**config.mk**
```make
export PLATFORM = sky130hd
export DESIGN_NAME = sram_like_bridge
export DESIGN_NICKNAME = d
export VERILOG_FILES = /design/src/rtl/sram_like_bridge_pkg.sv /design/src/rtl/sram_like_tag_fifo.sv /design/src/rtl/sram_like_bridge.sv
export SDC_FILE = /design/constraint.sdc
export NUM_CORES = 1
export LEC_CHECK = 0
export CELL_PAD_IN_SITES_DETAIL_PLACEMENT = 0
export CELL_PAD_IN_SITES_GLOBAL_PLACEMENT = 1
export CORE_ASPECT_RATIO = 1.25
export CORE_UTILIZATION = 14
export CTS_BUF_LIST = sky130_fd_sc_hd__clkbuf_16
export DETAILED_ROUTE_END_ITERATION = 12
export HOLD_SLACK_MARGIN = 0.15
export MAX_ROUTING_LAYER = met4
export PLACE_DENSITY = 0.76
export SYNTH_ARGS = -nofsm -noshare
export SYNTH_HDL_FRONTEND = slang
export SYNTH_SLANG_ARGS = --single-unit
```
**constraint.sdc**
```tcl
create_clock -name clk -period 3 [get_ports clk]
set_clock_uncertainty 0.2 [all_clocks]
set_input_delay 0.6 -clock clk [delete_from_list [all_inputs] [get_ports clk]]
set_output_delay 0.6 -clock clk [all_outputs]
set_load 0.02 [all_outputs]
```
**src/rtl/sram_like_bridge_pkg.sv**
```systemverilog
// ---------------------------------------------------------------------------
// sram_like_bridge_pkg: shared encodings and helpers for the sram-like bridge
// Rev 1.0
// ---------------------------------------------------------------------------
`default_nettype none

package sram_like_bridge_pkg;

  typedef enum logic [1:0] {
    SIZE_BYTE = 2'd0,
    SIZE_HALF = 2'd1,
    SIZE_WORD = 2'd2
  } size_e;

  localparam logic [2:0] KSEG0 = 3'b100;
  localparam logic [2:0] KSEG1 = 3'b101;

  typedef enum logic {
    LOCK_IDLE = 1'b0,
    LOCK_HELD = 1'b1
  } lock_state_e;

  function automatic int clog2(input int value);
    int result;
    result = 0;
    for (int v = value - 1; v > 0; v = v >> 1) begin
      result = result + 1;
    end
    return result;
  endfunction

endpackage

`default_nettype wire

```
**src/rtl/sram_like_tag_fifo.sv**
```systemverilog
// ---------------------------------------------------------------------------
// sram_like_tag_fifo: in-order FIFO of channel ids for outstanding requests
// Rev 1.0
// ---------------------------------------------------------------------------
`default_nettype none

module sram_like_tag_fifo
  import sram_like_bridge_pkg::*;
#(
  parameter int DEPTH = 4,
  parameter int ID_W  = 1
) (
  input  logic            clk,
  input  logic            resetn,
  input  logic            push,
  input  logic [ID_W-1:0] push_id,
  input  logic            pop,
  output logic            full,
  output logic            empty,
  output logic [ID_W-1:0] head
);

  localparam int PTR_W = clog2(DEPTH);

  logic [PTR_W-1:0] wr_ptr;
  logic [PTR_W-1:0] rd_ptr;
  logic [PTR_W:0]   count;
  logic [ID_W-1:0]  mem [DEPTH];
  logic             do_push;
  logic             do_pop;

  assign full    = (count == (PTR_W+1)'(DEPTH));
  assign empty   = (count == '0);
  assign do_push = push & ~full;
  assign do_pop  = pop & ~empty;
  assign head    = mem[rd_ptr];

  always_ff @(posedge clk or negedge resetn) begin
    if (!resetn) begin
      wr_ptr <= '0;
      rd_ptr <= '0;
      count  <= '0;
    end else begin
      if (do_push) begin
        wr_ptr <= wr_ptr + PTR_W'(1);
      end
      if (do_pop) begin
        rd_ptr <= rd_ptr + PTR_W'(1);
      end
      case ({do_push, do_pop})
        2'b10:   count <= count + (PTR_W+1)'(1);
        2'b01:   count <= count - (PTR_W+1)'(1);
        default: count <= count;
      endcase
    end
  end

  // Tag storage carries no reset; validity is tracked by count alone.
  always_ff @(posedge clk) begin
    if (do_push) begin
      mem[wr_ptr] <= push_id;
    end
  end

endmodule

`default_nettype wire

```
**src/rtl/sram_like_bridge.sv**
```systemverilog
// ---------------------------------------------------------------------------
// sram_like_bridge: merges NUM_CH sram-like channels onto one shared bus
// Rev 1.0
// ---------------------------------------------------------------------------
`default_nettype none

module sram_like_bridge
  import sram_like_bridge_pkg::*;
#(
  parameter int NUM_CH    = 2,
  parameter int ADDR_W    = 32,
  parameter int DATA_W    = 32,
  parameter int DEPTH     = 4,
  parameter int TRANSLATE = 1
) (
  input  logic                     clk,
  input  logic                     resetn,
  input  logic [NUM_CH-1:0]        ch_req,
  input  logic [NUM_CH-1:0]        ch_wr,
  input  logic [2*NUM_CH-1:0]      ch_size,
  input  logic [ADDR_W*NUM_CH-1:0] ch_addr,
  input  logic [DATA_W*NUM_CH-1:0] ch_wdata,
  output logic [NUM_CH-1:0]        ch_addr_ok,
  output logic [NUM_CH-1:0]        ch_data_ok,
  output logic [DATA_W-1:0]        ch_rdata,
  output logic                     req,
  output logic                     wr,
  output logic [1:0]               size,
  output logic [ADDR_W-1:0]        addr,
  output logic [DATA_W-1:0]        wdata,
  output logic                     uncached,
  input  logic                     addr_ok,
  input  logic                     data_ok,
  input  logic [DATA_W-1:0]        rdata,
  output logic                     err_spurious
);

  localparam int ID_W = (NUM_CH > 1) ? clog2(NUM_CH) : 1;

  lock_state_e      lock_state;
  lock_state_e      lock_next;
  logic [ID_W-1:0]  lock_id;
  logic [ID_W-1:0]  lock_id_next;
  logic [ID_W-1:0]  req_id;
  logic [ID_W-1:0]  grant;
  logic             any_req;
  logic             locked;
  logic             accept;
  logic             pop;
  logic             fifo_full;
  logic             fifo_empty;
  logic [ID_W-1:0]  head_id;
  logic [ADDR_W-1:0] vaddr;

  // Fixed priority: lowest index wins, so scan from the top down.
  always_comb begin
    req_id  = '0;
    any_req = 1'b0;
    for (int i = NUM_CH - 1; i >= 0; i--) begin
      if (ch_req[i]) begin
        req_id  = ID_W'(i);
        any_req = 1'b1;
      end
    end
  end

  assign locked = (lock_state == LOCK_HELD);
  assign grant  = locked ? lock_id : req_id;
  assign req    = resetn & (any_req | locked) & ~fifo_full;
  assign accept = req & addr_ok;
  assign pop    = resetn & data_ok & ~fifo_empty;

  always_comb begin
    wr    = ch_wr[0];
    size  = ch_size[1:0];
    vaddr = ch_addr[ADDR_W-1:0];
    wdata = ch_wdata[DATA_W-1:0];
    for (int i = 0; i < NUM_CH; i++) begin
      if (grant == ID_W'(i)) begin
        wr    = ch_wr[i];
        size  = ch_size[2*i +: 2];
        vaddr = ch_addr[ADDR_W*i +: ADDR_W];
        wdata = ch_wdata[DATA_W*i +: DATA_W];
      end
    end
  end

  generate
    if (TRANSLATE != 0) begin : g_translate
      always_comb begin
        addr     = vaddr;
        uncached = 1'b0;
        if (vaddr[ADDR_W-1 -: 3] == KSEG0) begin
          addr[ADDR_W-1 -: 3] = 3'b000;
        end else if (vaddr[ADDR_W-1 -: 3] == KSEG1) begin
          addr[ADDR_W-1 -: 3] = 3'b000;
          uncached            = 1'b1;
        end
      end
    end else begin : g_identity
      assign addr     = vaddr;
      assign uncached = 1'b0;
    end
  endgenerate

  always_comb begin
    ch_addr_ok = '0;
    ch_data_ok = '0;
    for (int i = 0; i < NUM_CH; i++) begin
      if (accept && (grant == ID_W'(i))) begin
        ch_addr_ok[i] = 1'b1;
      end
      if (pop && (head_id == ID_W'(i))) begin
        ch_data_ok[i] = 1'b1;
      end
    end
  end

  assign ch_rdata = rdata;

  // The lock pins the grant while the bus has not yet taken the request.
  always_comb begin
    lock_next    = lock_state;
    lock_id_next = lock_id;
    case (lock_state)
      LOCK_IDLE: begin
        if (req && !addr_ok) begin
          lock_next    = LOCK_HELD;
          lock_id_next = grant;
        end
      end
      LOCK_HELD: begin
        if (accept) begin
          lock_next = LOCK_IDLE;
        end
      end
      default: lock_next = LOCK_IDLE;
    endcase
  end

  always_ff @(posedge clk or negedge resetn) begin
    if (!resetn) begin
      lock_state   <= LOCK_IDLE;
      lock_id      <= '0;
      err_spurious <= 1'b0;
    end else begin
      lock_state <= lock_next;
      lock_id    <= lock_id_next;
      if (data_ok && fifo_empty) begin
        err_spurious <= 1'b1;
      end
    end
  end

  sram_like_tag_fifo #(
    .DEPTH (DEPTH),
    .ID_W  (ID_W)
  ) u_tag_fifo (
    .clk     (clk),
    .resetn  (resetn),
    .push    (accept),
    .push_id (grant),
    .pop     (pop),
    .full    (fifo_full),
    .empty   (fifo_empty),
    .head    (head_id)
  );

endmodule

`default_nettype wire

```
==> results.toml <==
[yosys]
synth_top_area_cell = "mux2_2"
synth_cells = 177
synth_area_leaders = "mux2_2 40%, dfrtp_1 14%, buf_4 13%"
synthArstFlopShare = 0.7143
synthFlopType = "dfrtp_1"
syn_area_per_cell_um2 = 10.37
syn-cell-area_um2 = 1836
synthDominantCellAreaShare = 0.3988
synth_edf_count = 4
yosysMostFrequentCell = "mux2_2"
yosys_warnings = 0
syn_nets = 355
synth_common_cells = "65 x mux2_2, 33 x buf_4, 10 x dfrtp_1"
ys_seq_area_frac = 0.2018
ys_ff_latch = 14
synth_cell_types = 33

[floorplan]
ioPinCount = 278
rows = 46
die_w_um = 104.4
start_util = 0.1443
design.die.area_um2 = 13580
dieHeight_um = 130.0
coreArea_um2 = 12720

[cts]
cts.sinks = 14
htree_levels = 1
cts-root-buf = "clkbuf_16"
clk_latency_ps = 240
path_clk_slew_ps = 40
hold_buffers = 0
clockBufferDepth = 2
tritoncts = "done"
cts_buffers = 3

[grt]
grt_pass1_vias = 2240
grt.total_usage = 0.1244
grt_max_degree = 32
grt_pass1_wl_mm = 12.34
gr-total-overflow = 0
antenna_found_initial = 0

[timing]
post-route-min-period_ps = 2707
fmax_ghz = 0.3695
slew_headroom = 0.8345
slew_violations = 0
post-route-period-util = 0.9022
hold_ws_ps = 268.2
hold_viol = 0
tightest_slew_ps = 247.8
setup-violations-final = 0
tns_ps = 0
rsz0062_at_grt = "false"

[critical_path]
slowest_delay_ps = 570
crit_cells = 5
critical_path.cell_chain = "clkdlybuf4s50_1 > and4_4 > inv_2 > nor2_1 > dlygate4sd2_1"
worst-path-buf-inv = 3
reg2reg_depth = 10
crit_path_top_delay_cell = "clkdlybuf4s50_1"
required_ps = 2200
critPathKind = "input pin to output pin"
cp_max_fo = 5
crit_family = "buffers and inverters"
end_kind = "output pin"
critPathLaunchType = "input pin"
arrival_ps = 1910

[route]
dr.pass1.iters = 4
drc = 0
wl_mm = 8.705
drt_iter0_markers = 37
postRouteAntennaNets = 0
via_count = 2081
avgRoutedWirePerCell_um = 16.12
via_per_inst = 3.854

[cells_and_area]
drive_gt1_frac = 0.4543
num-nets-final = 551
area_growth_pct = 113.2
fill_cells = 1355
diodes = 0
final_core_util = 0.3076

[outcome]
outcome = "completed"

[min_path]
hp-class = "register to register"
min_path_cells = 1

[placement]
dp_hpwl_mm = 7.448
gp_congestion = 0.7819
port_buffers = 213

[power]
power_mw = 2.611
p_leak_nw = 1.713
power.density_nw_per_um2 = 667.4
ir_worst_vdd_mv = 0.2962

[flow_run]
maxCapViolCount = 0
power by group:
part / total (mW) / internal (mW) / switching (mW)
combinational: 2.02 / 1.03 / 0.986
clock: 0.246 / 0.176 / 0.0703
sequential: 0.350 / 0.281 / 0.0692
total: 2.61 / 1.49 / 1.13
registers in the layout, indices dropped and copies added, names as in the netlist, named ones only:
signal and flops:
err_spurious 1, u_tag_fifo.wr_ptr 2, lock_id 1, u_tag_fifo.count 3, u_tag_fifo.rd_ptr 2, u_tag_fifo.mem 4
kinds of logic after synthesis:
logic type / Yosys count / share of synthesized area
fa+ha+maj: 6 / 0.04499
xor+xnor: 6 / 0.02864
mux: 72 / 0.4465
simple gates: 22 / 0.07226
buf+inv: 50 / 0.1779
flops: 14 / 0.2018
compound gates: 7 / 0.02795
worst reg2reg max path, stage by stage, from the launching register on:
cell	delay [ps]
dfrtp_1	420
or3b_1	420
and4_4	210
inv_2	80
buf_4	100
ha_1	160
inv_1	70
fa_2	340
xor2_1	150
nor2_1	140
xor2_1	150
worst paths after layout:
kind                                      from                    endpoint  slack (ps)
min reg2reg                       err_spurious                err_spurious         270
min in group asynchronous               resetn  asynchronous set/reset pin         580
max in group asynchronous               resetn        u_tag_fifo.wr_ptr[1]        1910
max reg2reg                u_tag_fifo.count[0]         u_tag_fifo.count[2]         480
min                               err_spurious                err_spurious         270
max                                     resetn               ch_addr_ok[0]         290
per-layer routing:
layer	vias up	share of wire	global-route usage	wire length (µm)
met5	-	0	-	0
met4	0	0.018	0.02437	158
met3	18	0.099	0.03596	858
met2	139	0.48	0.2096	4199
met1	947	0.40	0.1477	3489
li1	977	-	-	-
placed cells by master, fill, tap and decap left out, drive strengths merged, types with 2 or more instances in the layout:
| cell | count |
|---|---|
| ha | 5 |
| dfrtp | 10 |
| mux2i | 5 |
| buf | 81 |
| and2 | 5 |
| edfxtp | 4 |
| nand2 | 4 |
| clkdlybuf4s50 | 138 |
| dlygate4sd2 | 3 |
| clkbuf | 6 |
| clkdlybuf4s15 | 2 |
| dlymetal6s2s | 4 |
| xnor2 | 3 |
| xor2 | 3 |
| mux2 | 66 |
| clkinv | 2 |
| o21ai | 2 |
| inv | 9 |
| nor2 | 4 |
| nand3b | 2 |
what timing repair did:
item                       in CTS  in global routing
setup endpoints to repair      65                 35
gates resized for setup       240                 16
gates cloned                    1                  0
setup buffers                   3                  0
pin swaps                       0                  1
per-stage QoR:
step,setup slack (ps),cells,area [µm²]
final,293.3,540,3913
after global routing,193.3,540,3913
after CTS,-94.11,540,3902
after detailed placement,-351.7,532,4009
after global placement,-358.1,532,4009
after floorplan,378.1,177,1836
final cells by class:
cell class / count / area, µm² / share of cell area
multi-input combinational: 113 / 1165 / 0.2977
timing repair buffer: 231 / 2049 / 0.5238
inverter: 10 / 38.79 / 0.009914
tap: 168 / 210.2 / 0.05373
sequential: 14 / 370.4 / 0.09466
clock buffer: 3 / 75.07 / 0.01919
clock inverter: 1 / 3.754 / 0.0009594
Note: power is estimated with default switching activity, not from simulation.
